**config.mk**
```make
export PLATFORM = sky130hd
export DESIGN_NAME = xnor_cmp_sequencer
export DESIGN_NICKNAME = d
export VERILOG_FILES = /design/src/rtl/xnor_cmp_pkg.sv /design/src/rtl/popcount8.sv /design/src/rtl/xnor8.sv /design/src/rtl/xnor_cmp_sequencer.sv
export SDC_FILE = /design/constraint.sdc
export NUM_CORES = 1
export LEC_CHECK = 0
export BUFFER_PORTS_ARGS = -buffer_cell sky130_fd_sc_hd__buf_2
export CAP_MARGIN = 20
export CORE_MARGIN = 4
export CORE_UTILIZATION = 34
export CTS_CLUSTER_DIAMETER = 200
export CTS_CLUSTER_SIZE = 16
export DETAILED_ROUTE_END_ITERATION = 8
export GPL_TIMING_DRIVEN = 0
export PLACE_DENSITY = 0.58
export SETUP_SLACK_MARGIN = 0.4
export SYNTH_ARGS = -nofsm -noshare
export SYNTH_HDL_FRONTEND = slang
export SYNTH_SLANG_ARGS = --single-unit
```
**constraint.sdc**
```tcl
create_clock -name clk -period 5.4 [get_ports clk]
set_input_delay 1.08 -clock clk [delete_from_list [all_inputs] [get_ports clk]]
set_output_delay 1.08 -clock clk [all_outputs]
set_load 0.02 [all_outputs]
```
**src/rtl/xnor_cmp_pkg.sv**
```systemverilog
// Shared types and constants for the byte-serial XNOR compare sequencer.
package xnor_cmp_pkg;

  localparam int unsigned NbytesDefault = 4;

  typedef enum logic [1:0] {
    StIdle,
    StRun,
    StResp
  } state_e;

  typedef logic req_id_t;

endpackage

```
**src/rtl/popcount8.sv**
```systemverilog
// Combinational population count of one byte.
module popcount8 (
  input  logic [7:0] in,
  output logic [3:0] cnt
);

  // Sum the eight bits as 4-bit values
  always_comb begin
    cnt = 4'd0;
    for (int i = 0; i < 8; i++) begin
      cnt = cnt + {3'b000, in[i]};
    end
  end

endmodule

```
**src/rtl/xnor8.sv**
```systemverilog
// 8-bit bitwise XNOR slice; the single datapath shared by both requesters.
module xnor8 (
  input  logic [7:0] a,
  input  logic [7:0] b,
  output logic [7:0] y
);

  assign y = ~(a ^ b);

endmodule

```
**src/rtl/xnor_cmp_sequencer.sv**
```systemverilog
// Round-robin shared byte-serial XNOR compare engine for two requesters.
module xnor_cmp_sequencer
  import xnor_cmp_pkg::*;
#(
  parameter int unsigned NBYTES = NbytesDefault,
  localparam int unsigned W = 8 * NBYTES,
  localparam int unsigned CW = $clog2(W + 1)
) (
  input  logic          clk,
  input  logic          rst,
  input  logic          req0_valid,
  output logic          req0_ready,
  input  logic [W-1:0]  req0_a,
  input  logic [W-1:0]  req0_b,
  input  logic          req1_valid,
  output logic          req1_ready,
  input  logic [W-1:0]  req1_a,
  input  logic [W-1:0]  req1_b,
  output logic          rsp_valid,
  input  logic          rsp_ready,
  output logic          rsp_id,
  output logic [W-1:0]  rsp_mask,
  output logic [CW-1:0] rsp_count,
  output logic          rsp_equal
);

  localparam int unsigned IW = (NBYTES > 1) ? $clog2(NBYTES) : 1;

  state_e        state_q, state_d;
  req_id_t       last_q, last_d;
  req_id_t       id_q, id_d;
  req_id_t       grant;
  logic [IW-1:0] idx_q, idx_d;
  logic [W-1:0]  a_q, a_d, b_q, b_d;
  logic [W-1:0]  mask_q, mask_d;
  logic [CW-1:0] count_q, count_d;
  logic          equal_q, equal_d;
  logic          valid_q, valid_d;
  logic [W-1:0]  a_shift, b_shift;
  logic [7:0]    byte_x;
  logic [3:0]    byte_pc;
  logic          accept;

  // Current byte of each operand, LSB byte first
  assign a_shift = a_q >> {idx_q, 3'b000};
  assign b_shift = b_q >> {idx_q, 3'b000};

  xnor8 u_xnor8 (
    .a (a_shift[7:0]),
    .b (b_shift[7:0]),
    .y (byte_x)
  );

  popcount8 u_popcount8 (
    .in  (byte_x),
    .cnt (byte_pc)
  );

  // Round-robin grant: a tie goes to the requester not served last
  always_comb begin
    grant = 1'b0;
    if (req0_valid && req1_valid) begin
      grant = ~last_q;
    end else if (req1_valid) begin
      grant = 1'b1;
    end
  end

  assign req0_ready = (state_q == StIdle) && (grant == 1'b0) && !rst;
  assign req1_ready = (state_q == StIdle) && (grant == 1'b1) && !rst;
  assign accept     = (req0_ready && req0_valid) || (req1_ready && req1_valid);

  // Next-state logic: capture, byte-serial accumulate, hold result
  always_comb begin
    state_d = state_q;
    last_d  = last_q;
    id_d    = id_q;
    idx_d   = idx_q;
    a_d     = a_q;
    b_d     = b_q;
    mask_d  = mask_q;
    count_d = count_q;
    equal_d = equal_q;
    valid_d = valid_q;
    case (state_q)
      StIdle: begin
        if (accept) begin
          a_d     = grant ? req1_a : req0_a;
          b_d     = grant ? req1_b : req0_b;
          id_d    = grant;
          last_d  = grant;
          mask_d  = '0;
          count_d = '0;
          equal_d = 1'b0;
          idx_d   = '0;
          state_d = StRun;
        end
      end
      StRun: begin
        for (int unsigned i = 0; i < NBYTES; i++) begin
          if (idx_q == IW'(i)) begin
            mask_d[8*i +: 8] = byte_x;
          end
        end
        count_d = count_q + CW'(byte_pc);
        idx_d   = idx_q + 1'b1;
        if (idx_q == IW'(NBYTES - 1)) begin
          // Equal flag comes from the final count only
          equal_d = (count_d == CW'(W));
          valid_d = 1'b1;
          state_d = StResp;
        end
      end
      StResp: begin
        if (rsp_ready) begin
          valid_d = 1'b0;
          state_d = StIdle;
        end
      end
      default: state_d = StIdle;
    endcase
  end

  // State and result registers; reset drops any in-flight operation
  always_ff @(posedge clk or posedge rst) begin
    if (rst) begin
      state_q <= StIdle;
      last_q  <= 1'b1;
      id_q    <= 1'b0;
      idx_q   <= '0;
      a_q     <= '0;
      b_q     <= '0;
      mask_q  <= '0;
      count_q <= '0;
      equal_q <= 1'b0;
      valid_q <= 1'b0;
    end else begin
      state_q <= state_d;
      last_q  <= last_d;
      id_q    <= id_d;
      idx_q   <= idx_d;
      a_q     <= a_d;
      b_q     <= b_d;
      mask_q  <= mask_d;
      count_q <= count_d;
      equal_q <= equal_d;
      valid_q <= valid_d;
    end
  end

  assign rsp_valid = valid_q;
  assign rsp_id    = id_q;
  assign rsp_mask  = mask_q;
  assign rsp_count = count_q;
  assign rsp_equal = equal_q;

endmodule

```
### Word level (Yosys, flattened, before mapping)

Index checks and enable logic that the tools add are counted.

* bitwise operators: 4
* multiplexer cells: 24
* shift-type cells: 2
* reduce and logical (&&, ||, !) cells: 21
* equality and inequality tests: 12
* add/sub/neg operators: 9

Operators with widths (count)
* $mux W32: 3
* $pmux W32 S2: 1
* $shr A32 B5 Y8: 2
* $mux W8: 4
* $add A4 B1 Y4: 6
* $reduce_and A3 Y1: 6
* $ne A2 B2 Y1 const B: 6
* $pmux W6 S2: 1
* $mux W2: 4
* $not A8 Y8: 1
* $xor A8 B8 Y8: 1
* $logic_and A1 B1 Y1: 7
* $add A6 B4 Y6: 1
* $eq A2 B2 Y1 const B: 3
* $eq A6 B6 Y1 const B: 1
* $mux W1: 6
* $mux W6: 1
* $pmux W2 S3: 1
* $eq A2 B1 Y1 const B: 2
* $logic_not A2 Y1: 2
* $pmux W1 S2: 2
* $pmux W2 S2: 1
* $reduce_and A2 Y1: 2
* $reduce_bool A2 Y1: 2
* other kinds (5): 6

* output and inout bits: 43
* input bits: 133
* register bits: 110
* word-level logic and storage cells: 85

### Longest topological paths before layout

Gate-level depths: netlist of run 1.

* depth in word-level cells: 14
* gate-level depth with buffers: 17
* mapped depth without buffers: 17

### Hierarchy

From an unflattened synthesis of run 1, not the netlist that was laid out.

* cells, all modules: 559
* area total of the unflattened synthesis: 5716.7 µm²

Modules (own cells, without submodules)
* xnor_cmp_sequencer: sequential area each 2753.9 µm², cells each 529, times used 1, area each 5454.0 µm²
* popcount8: sequential area each 0.0 µm², cells each 22, times used 1, area each 192.7 µm²
* xnor8: sequential area each 0.0 µm², cells each 8, times used 1, area each 70.1 µm²

### Least setup slack after synthesis of run 1

No wires, ideal clock.

* kind: register to register
* from: reg idx_q[0]
* to: reg equal_q (netlist: rsp_equal)
* slack: 0.962 ns
* required time: 5.318 ns
* arrival time: 4.356 ns
* buffers on the path: 0
* cell stages (with the launch flop): 17
* period minus slack after synthesis: 4.438 ns
* setup time: 0.082 ns
* cells stage by stage: dfrtp_1 inv_4 mux4_2 inv_1 ha_1 fa_1 inv_1 fa_1 fa_1 fa_1 inv_1 ha_1 a21o_1 a21oi_1 xor2_1 nand4_1 o22ai_1

* longest elaborated chain between the ends: 14
* elaborated cells on any way between the ends: 18
* classes of those cells: add/sub: 8; eq/ne: 3; shift: 2; mux: 2; bitwise: 2; reduce/logical: 1

Ends and longest elaborated chain
* start: declaration: line xnor_cmp_sequencer.sv:33 `logic [IW-1:0] idx_q, idx_d;`
* start signal: assignment: line xnor_cmp_sequencer.sv:141 `idx_q <= idx_d;`
* $shr A32 B5 Y8, on equally long branches: line xnor_cmp_sequencer.sv:45, xnor_cmp_sequencer.sv:46
* $xor A8 B8 Y8: line xnor8.sv:8 `assign y = ~(a ^ b);`
* $not A8 Y8: line xnor8.sv:8
* $add A1 B1 Y2: line popcount8.sv:11 `cnt = cnt + {3'b000, in[i]};`
* $add A4 B1 Y4 (6 in a row): line popcount8.sv:11
* $add A6 B4 Y6: line xnor_cmp_sequencer.sv:105 `count_d = count_q + CW'(byte_pc);`
* $eq A6 B6 Y1: line xnor_cmp_sequencer.sv:109 `equal_d = (count_d == CW'(W));`
* $mux W1: line xnor_cmp_sequencer.sv:107 `if (idx_q == IW'(NBYTES - 1)) begin`
* $pmux W1 S2: line xnor_cmp_sequencer.sv:85 `case (state_q)`
* end signal: assignment: line xnor_cmp_sequencer.sv:146 `equal_q <= equal_d;`
* end: declaration: line xnor_cmp_sequencer.sv:37 `logic equal_q, equal_d;`

Parallel ways exist; a longest one is shown, timed or not. The select of a mux whose other input is x is not followed.
A chain may end at the register's enable or synchronous reset.

### Final worst setup path of run 1

Same ends and word-level chain as after synthesis.

==> results.py, run 1 <==
metrics = {
    "pwr": {
        "ir_drop_v": 0.0006191,
        "p_total_w": 0.006079,
        "pwr_density_cell_nw_per_um2": 851.6,
        "leakagePower_nw": 3.672,
    },
    "clock_tree": {
        "numCtsBuffers": 9,
        "cts_max_path_buffers": 2,
        "cts_root_buf": "clkbuf_16",
        "clock_sinks": 110,
        "cts_max_level": 3,
        "clock_latency_ps": 350,
        "tritoncts": "yes",
        "path_clk_slew_ps": 70,
    },
    "critical_path": {
        "rr_endpoint": "rsp_equal",
        "reg2reg_from": "idx_q[0]",
        "crit_required_ps": 5670,
        "r2r_cells": 16,
        "ff2ff_setup_slack_ps": 740,
        "critPathArrivalTime_ps": 4930,
        "endpoint_kind": "flip-flop",
        "crit_start": "idx_q[0]",
        "critPathKind": "flip-flop to flip-flop",
        "critPathLaunchType": "flip-flop",
        "cp_max_fo": 8,
    },
    "sta": {
        "tns_ps": 0,
        "hold_violations": 0,
        "fin_hold_ws_ps": 489.9,
        "period_minus_slack_ps": 4665,
        "fmax_ghz": 0.2144,
        "timing.final.crit_share_pct": 86.38,
        "rsz0062_at_grt": "no",
        "slew_violations": 0,
        "worstMarginPinSlew_ps": 522.0,
        "relSlewSlack_pct": 65.20,
        "setup_viol": 0,
        "skew_ps": 8.567,
    },
    "min_path": {
        "hp-start": "rsp_id",
        "hp-class": "flip-flop to flip-flop",
        "min_to": "rsp_id",
        "hold_path_depth": 1,
    },
    "routing": {
        "drt-wirelength-per-cell_um": 17.14,
        "wl_um": 15820,
        "drc": 0,
        "antenna_left": 0,
        "via_count": 4418,
        "drtIter0Drc": 153,
        "viasPerCell": 4.787,
        "dr.pass1.iters": 4,
    },
    "floorplanning": {
        "fp.dieArea_um2": 18720,
        "die_x_um": 136.8,
        "start_util_pct": 35.14,
        "core_area_um2": 16060,
        "rows": 46,
        "fp.dieH_um": 136.8,
        "io-pin-count": 176,
    },
    "synthesis": {
        "syn-instance-count": 511,
        "synth-edff-count": 0,
        "ys.flop_type": "dfrtp_1",
        "ys_seq_area_share_pct": 48.80,
        "synth.mux.area_fraction_pct": 19.33,
        "yosys.area_share.simple_pct": 9.113,
        "synth_area_um2": 5643,
        "synth_fp_nets": 660,
        "yosys.area_share.adder_pct": 4.213,
        "synth-xor-area-share_pct": 5.743,
        "synth_top_family_by_area": "multiplexers",
        "synth_compound_area_share_pct": 8.980,
        "async_flop_share_pct": 100.0,
        "ys_warn_count": 0,
        "synth_area_per_cell_um2": 11.04,
        "ys_types": 38,
        "ys_ff_latch": 110,
    },
    "grt": {
        "antenna_found_initial": 0,
        "grt_pass1_vias": 4640,
        "grt_max_degree": 75,
        "grt_use_total_pct": 17.23,
        "grt.overflow.total": 0,
        "grt_pass1_wl_um": 24510,
    },
    "final_layout": {
        "drive_gt1_share_pct": 37.48,
        "design_area_um2": 7138,
        "fin_nets": 851,
        "finalNonFillerCells": 923,
        "area_growth_pct": 26.50,
        "diodes": 0,
    },
    "placed_design": {
        "dp_cells": 903,
        "io_buffers": 175,
        "dpl.hpwl_um": 12660,
        "place_congestion": 0.7913,
        "dpl_cell_area_um2": 6819,
    },
    "outcome": {
        "status": "finished, final reports clean",
    },
    "job": {
        "maxCapViolations": 0,
    },
}
worst max-delay path by stage:
stage | slack (ps) | depth (start not counted) | end
finish | 740 | 16 | rsp_equal
global route | 450 | 16 | rsp_equal
CTS | 600 | 16 | rsp_equal
detailed placement | 620 | 16 | rsp_equal
global placement | 250 | 2 | b_q[3]
floorplan | 960 | 16 | rsp_equal
cells in the final DEF (no fill, tap or decap), drive strengths merged, types with 11 or more instances in the layout:
| master | count |
|---|---|
| buf | 199 |
| dfrtp | 109 |
| o21ai | 82 |
| nand2 | 78 |
| mux2i | 64 |
| xor2 | 34 |
| mux2 | 24 |
| clkbuf | 19 |
| nand3 | 15 |
| inv | 15 |
| ha | 11 |
| nor2 | 11 |
state kept, by name, indices dropped and copies added (netlist names):
register	flops
last_q	1
b_q	32
rsp_mask	32
rsp_id	1
rsp_valid	1
idx_q	2
state_q	2
a_q	32
rsp_count	6
rsp_equal	1
cell type report:
cell class              instances  area, µm²
plain buffers                  27      152.6
clock buffers                  11      252.7
clock inverters                 5      33.78
fillers                      1580       8920
inverters                      16      67.56
multi-input cells             358       2674
flip-flops and latches        110       2754
well taps                     216      270.3
repair buffers                180      933.4
logic make-up (layout without fill, tap and decap cells):
family                   Yosys count  after routing
AND/OR/NAND/NOR                  114            114
buffers and inverters             43            239
AO/OA/AOI/OAI                     95             95
flip-flops                       110            110
adder cells (fa/ha/maj)           16             16
XOR/XNOR                          37             37
multiplexers                      96             96
power breakdown:
group | internal [W] | switching (W)
Sequential | 0.00122 | 0.000253
Clock | 0.000338 | 0.000301
Combinational | 0.00176 | 0.00220
timing repair:
action,CTS,global route
gates resized for setup,0,2
hold buffers,0,0
buffers inserted,0,4
endpoints found under the setup margin,0,1
synthesized netlist by cell type (all sizes together) (2+ instances only):
| cell type | count | area, µm² |
|---|---|---|
| a21o | 4 | 30.03 |
| a21oi | 3 | 15.01 |
| buf | 19 | 122.6 |
| clkbuf | 8 | 30.03 |
| dfrtp | 109 | 2728 |
| fa | 5 | 100.1 |
| ha | 11 | 137.6 |
| inv | 16 | 62.56 |
| mux2 | 24 | 270.3 |
| mux2i | 64 | 640.6 |
| mux4 | 8 | 180.2 |
| nand2 | 78 | 300.3 |
| nand2b | 2 | 12.51 |
| nand3 | 15 | 75.07 |
| nor2 | 11 | 66.31 |
| nor2b | 4 | 25.02 |
| o21a | 2 | 15.01 |
| o21ai | 82 | 414.2 |
| xnor2 | 3 | 26.28 |
| xor2 | 34 | 297.8 |
per-stage QoR:
stage	setup WS, ps	util [%]
2_1_floorplan	962.1	-
3_3_place_gp	248.9	42.28
3_5_place_dp	621.8	42.47
4_1_cts	604.6	44.25
5_1_grt	450.0	44.45
6_report	735.4	44.45
worst max-delay path: stages (launching register included):
cell	delay [ps]
dfrtp_1	460
clkinv_4	130
mux4_2	560
inv_1	80
ha_1	230
fa_1	480
inv_1	50
fa_1	460
fa_1	410
fa_1	550
inv_1	60
ha_1	260
a21o_1	200
a21oi_1	190
xor2_1	190
nand4_1	110
o22ai_1	150
layer usage:
metal | global-route usage [%] | up-vias | wire length, µm
met1 | 22.51 | 2112 | 6999
met3 | 2.904 | 23 | 878
li1 | - | 2139 | -
met4 | 5.710 | 0 | 313
met5 | 0 | - | 0
met2 | 29.16 | 144 | 7630
Note: power is estimated with default switching activity, not from simulation.
==> run 2, diff against run 1 <==
CORE_UTILIZATION = 28   (was 34)
PLACE_DENSITY = 0.61   (was 0.58)
==> results.py, run 2 (synthesized netlist as in run 1, its figures left out) <==
metrics = {
    "pwr": {
        "swShare_pct": 45.47,
        "p_clk_share_pct": 10.3,
        "power_frac_seq_pct": 24.4,
        "pwr_density_cell_nw_per_um2": 840.4,
        "ir_drop_v": 0.0005516,
        "switchingPower_w": 0.002729,
        "combPwrFrac_pct": 65.2,
        "cell_internal_pwr_w": 0.003273,
        "leakagePower_nw": 3.640,
    },
    "grt": {
        "grt_pass1_vias": 4485,
        "grt_use_total_pct": 14.87,
        "grt.overflow.total": 0,
        "grt_pass1_wl_um": 25150,
        "antenna_found_initial": 0,
        "grt_max_degree": 57,
    },
    "placed_design": {
        "place_congestion": 0.7461,
        "dp_cells": 952,
        "dpl.hpwl_um": 12650,
        "io_buffers": 175,
    },
    "sta": {
        "worstMarginPinSlew_ps": 720.8,
        "skew_ps": 9.416,
        "hold_violations": 0,
        "timing.final.crit_share_pct": 87.98,
        "fmax_ghz": 0.2105,
        "rsz0062_at_grt": "no",
        "relSlewSlack_pct": 51.95,
        "slew_violations": 0,
        "period_minus_slack_ps": 4751,
        "setup_viol": 0,
    },
    "final_layout": {
        "final_common_cell": "buf_2",
        "drive_gt1_share_pct": 36.56,
        "fin_nets": 847,
        "postLayoutCoreUtil_pct": 36.34,
        "finalNonFillerCells": 968,
        "area_growth_pct": 26.56,
        "fill_cells": 2061,
        "diodes": 0,
        "layout_common_cells": "buf_2, dfrtp_1, nand2_1, mux2i_1, o21ai_1",
    },
    "critical_path": {
        "endpoint_kind": "flip-flop",
        "crit_start": "idx_q[0]",
        "critPathArrivalTime_ps": 5020,
        "crit_required_ps": 5670,
        "critPathLaunchType": "flip-flop",
        "cp_max_fo": 10,
        "reg2reg_from": "idx_q[0]",
        "critPathKind": "flip-flop to flip-flop",
    },
    "floorplanning": {
        "start_util_pct": 28.71,
        "core_area_um2": 19650,
        "die_x_um": 150.0,
        "fp.dieArea_um2": 22490,
        "io-pin-count": 176,
        "fp.dieH_um": 150.0,
        "rows": 51,
    },
    "routing": {
        "dr.pass1.iters": 4,
        "drc": 0,
        "antenna_left": 0,
        "wl_um": 16200,
        "drtIter0Drc": 145,
        "via_count": 4283,
        "viasPerCell": 4.425,
        "drt-wirelength-per-cell_um": 16.74,
    },
    "clock_tree": {
        "clock_latency_ps": 360,
        "clock_sinks": 110,
        "cts_max_path_buffers": 2,
        "hold_buffers": 0,
        "path_clk_slew_ps": 70,
        "numCtsBuffers": 9,
        "cts_root_buf": "clkbuf_16",
        "cts_max_level": 3,
        "cts_setup_buffers": 0,
        "tritoncts": "yes",
        "ctsResizeCount": 0,
    },
    "job": {
        "maxCapViolations": 0,
    },
    "outcome": {
        "status": "finished, final reports clean",
    },
    "min_path": {
        "hp-class": "flip-flop to flip-flop",
        "hp-start": "rsp_id",
    },
}
==> run 2: final cells by class <==
| class | count | area, µm² | area share (%) |
|---|---|---|---|
| buffer | 27 | 152.6 | 2.137 |
| multi-input combinational | 358 | 2674 | 37.44 |
| timing repair buffer | 176 | 903.4 | 12.65 |
| clock buffer | 13 | 240.2 | 3.364 |
| inverter | 16 | 65.06 | 0.9110 |
| sequential | 110 | 2754 | 38.56 |
| clock inverter | 3 | 21.27 | 0.2978 |
| tap | 265 | 331.6 | 4.643 |
==> run 2: worst max-delay path, stage by stage, from the launching register on <==
cell and delay [ps]:
dfrtp_1 450, inv_4 200, mux4_2 600, inv_1 80, ha_1 230, fa_1 480
inv_1 50, fa_1 460, fa_1 420, fa_1 550, inv_1 60, ha_1 260
a21o_1 190, a21oi_1 180, xor2_1 210, nand4_1 120, o22ai_1 130
==> run 2: path summary, 6_finish.rpt <==
path / slack [ps] / to / cells after the start
worst min register to register: 490 / rsp_id / 1
worst min-delay path: 490 / rsp_id / 1
min in group asynchronous: 860 / rsp_id / 2
worst max register to register: 650 / rsp_equal / 16
max in group asynchronous: 3820 / rsp_mask[17] / 3
worst max-delay path: 650 / rsp_equal / 16
==> run 2: layer usage <==
metal  global-route usage, %  wire (µm)
met2                   24.60       7931
met4                   3.568        165
met3                   2.938        838
met1                   20.10       7266
met5                       0          0
==> run 2: per-stage QoR <==
step | hold WS, ps | total power [W] | instance area [µm²] | worst slack, ps | setup TNS (ps)
after floorplan | 468.9 | 0.004449 | 5643 | 962.1 | 0
after global placement | 458.4 | 0.005358 | 6850 | -39.59 | -3792
after detailed placement | 472.8 | 0.005451 | 6880 | 648.4 | 0
after CTS | 491.7 | 0.006118 | 7142 | 623.9 | 0
after global routing | 517.5 | 0.006694 | 7142 | 410.1 | 0
final | 485.6 | 0.006002 | 7142 | 649.2 | 0
==> run 2: power by group through the flow <==
stage / registers, W / clock network [W] / logic, W
after floorplan: 0.00159 / 0 / 0.00286
after global routing: 0.00151 / 0.000675 / 0.00450
final: 0.00147 / 0.000621 / 0.00392
after global placement: 0.00148 / 0 / 0.00388
after CTS: 0.00147 / 0.000642 / 0.00401
after detailed placement: 0.00149 / 0 / 0.00396
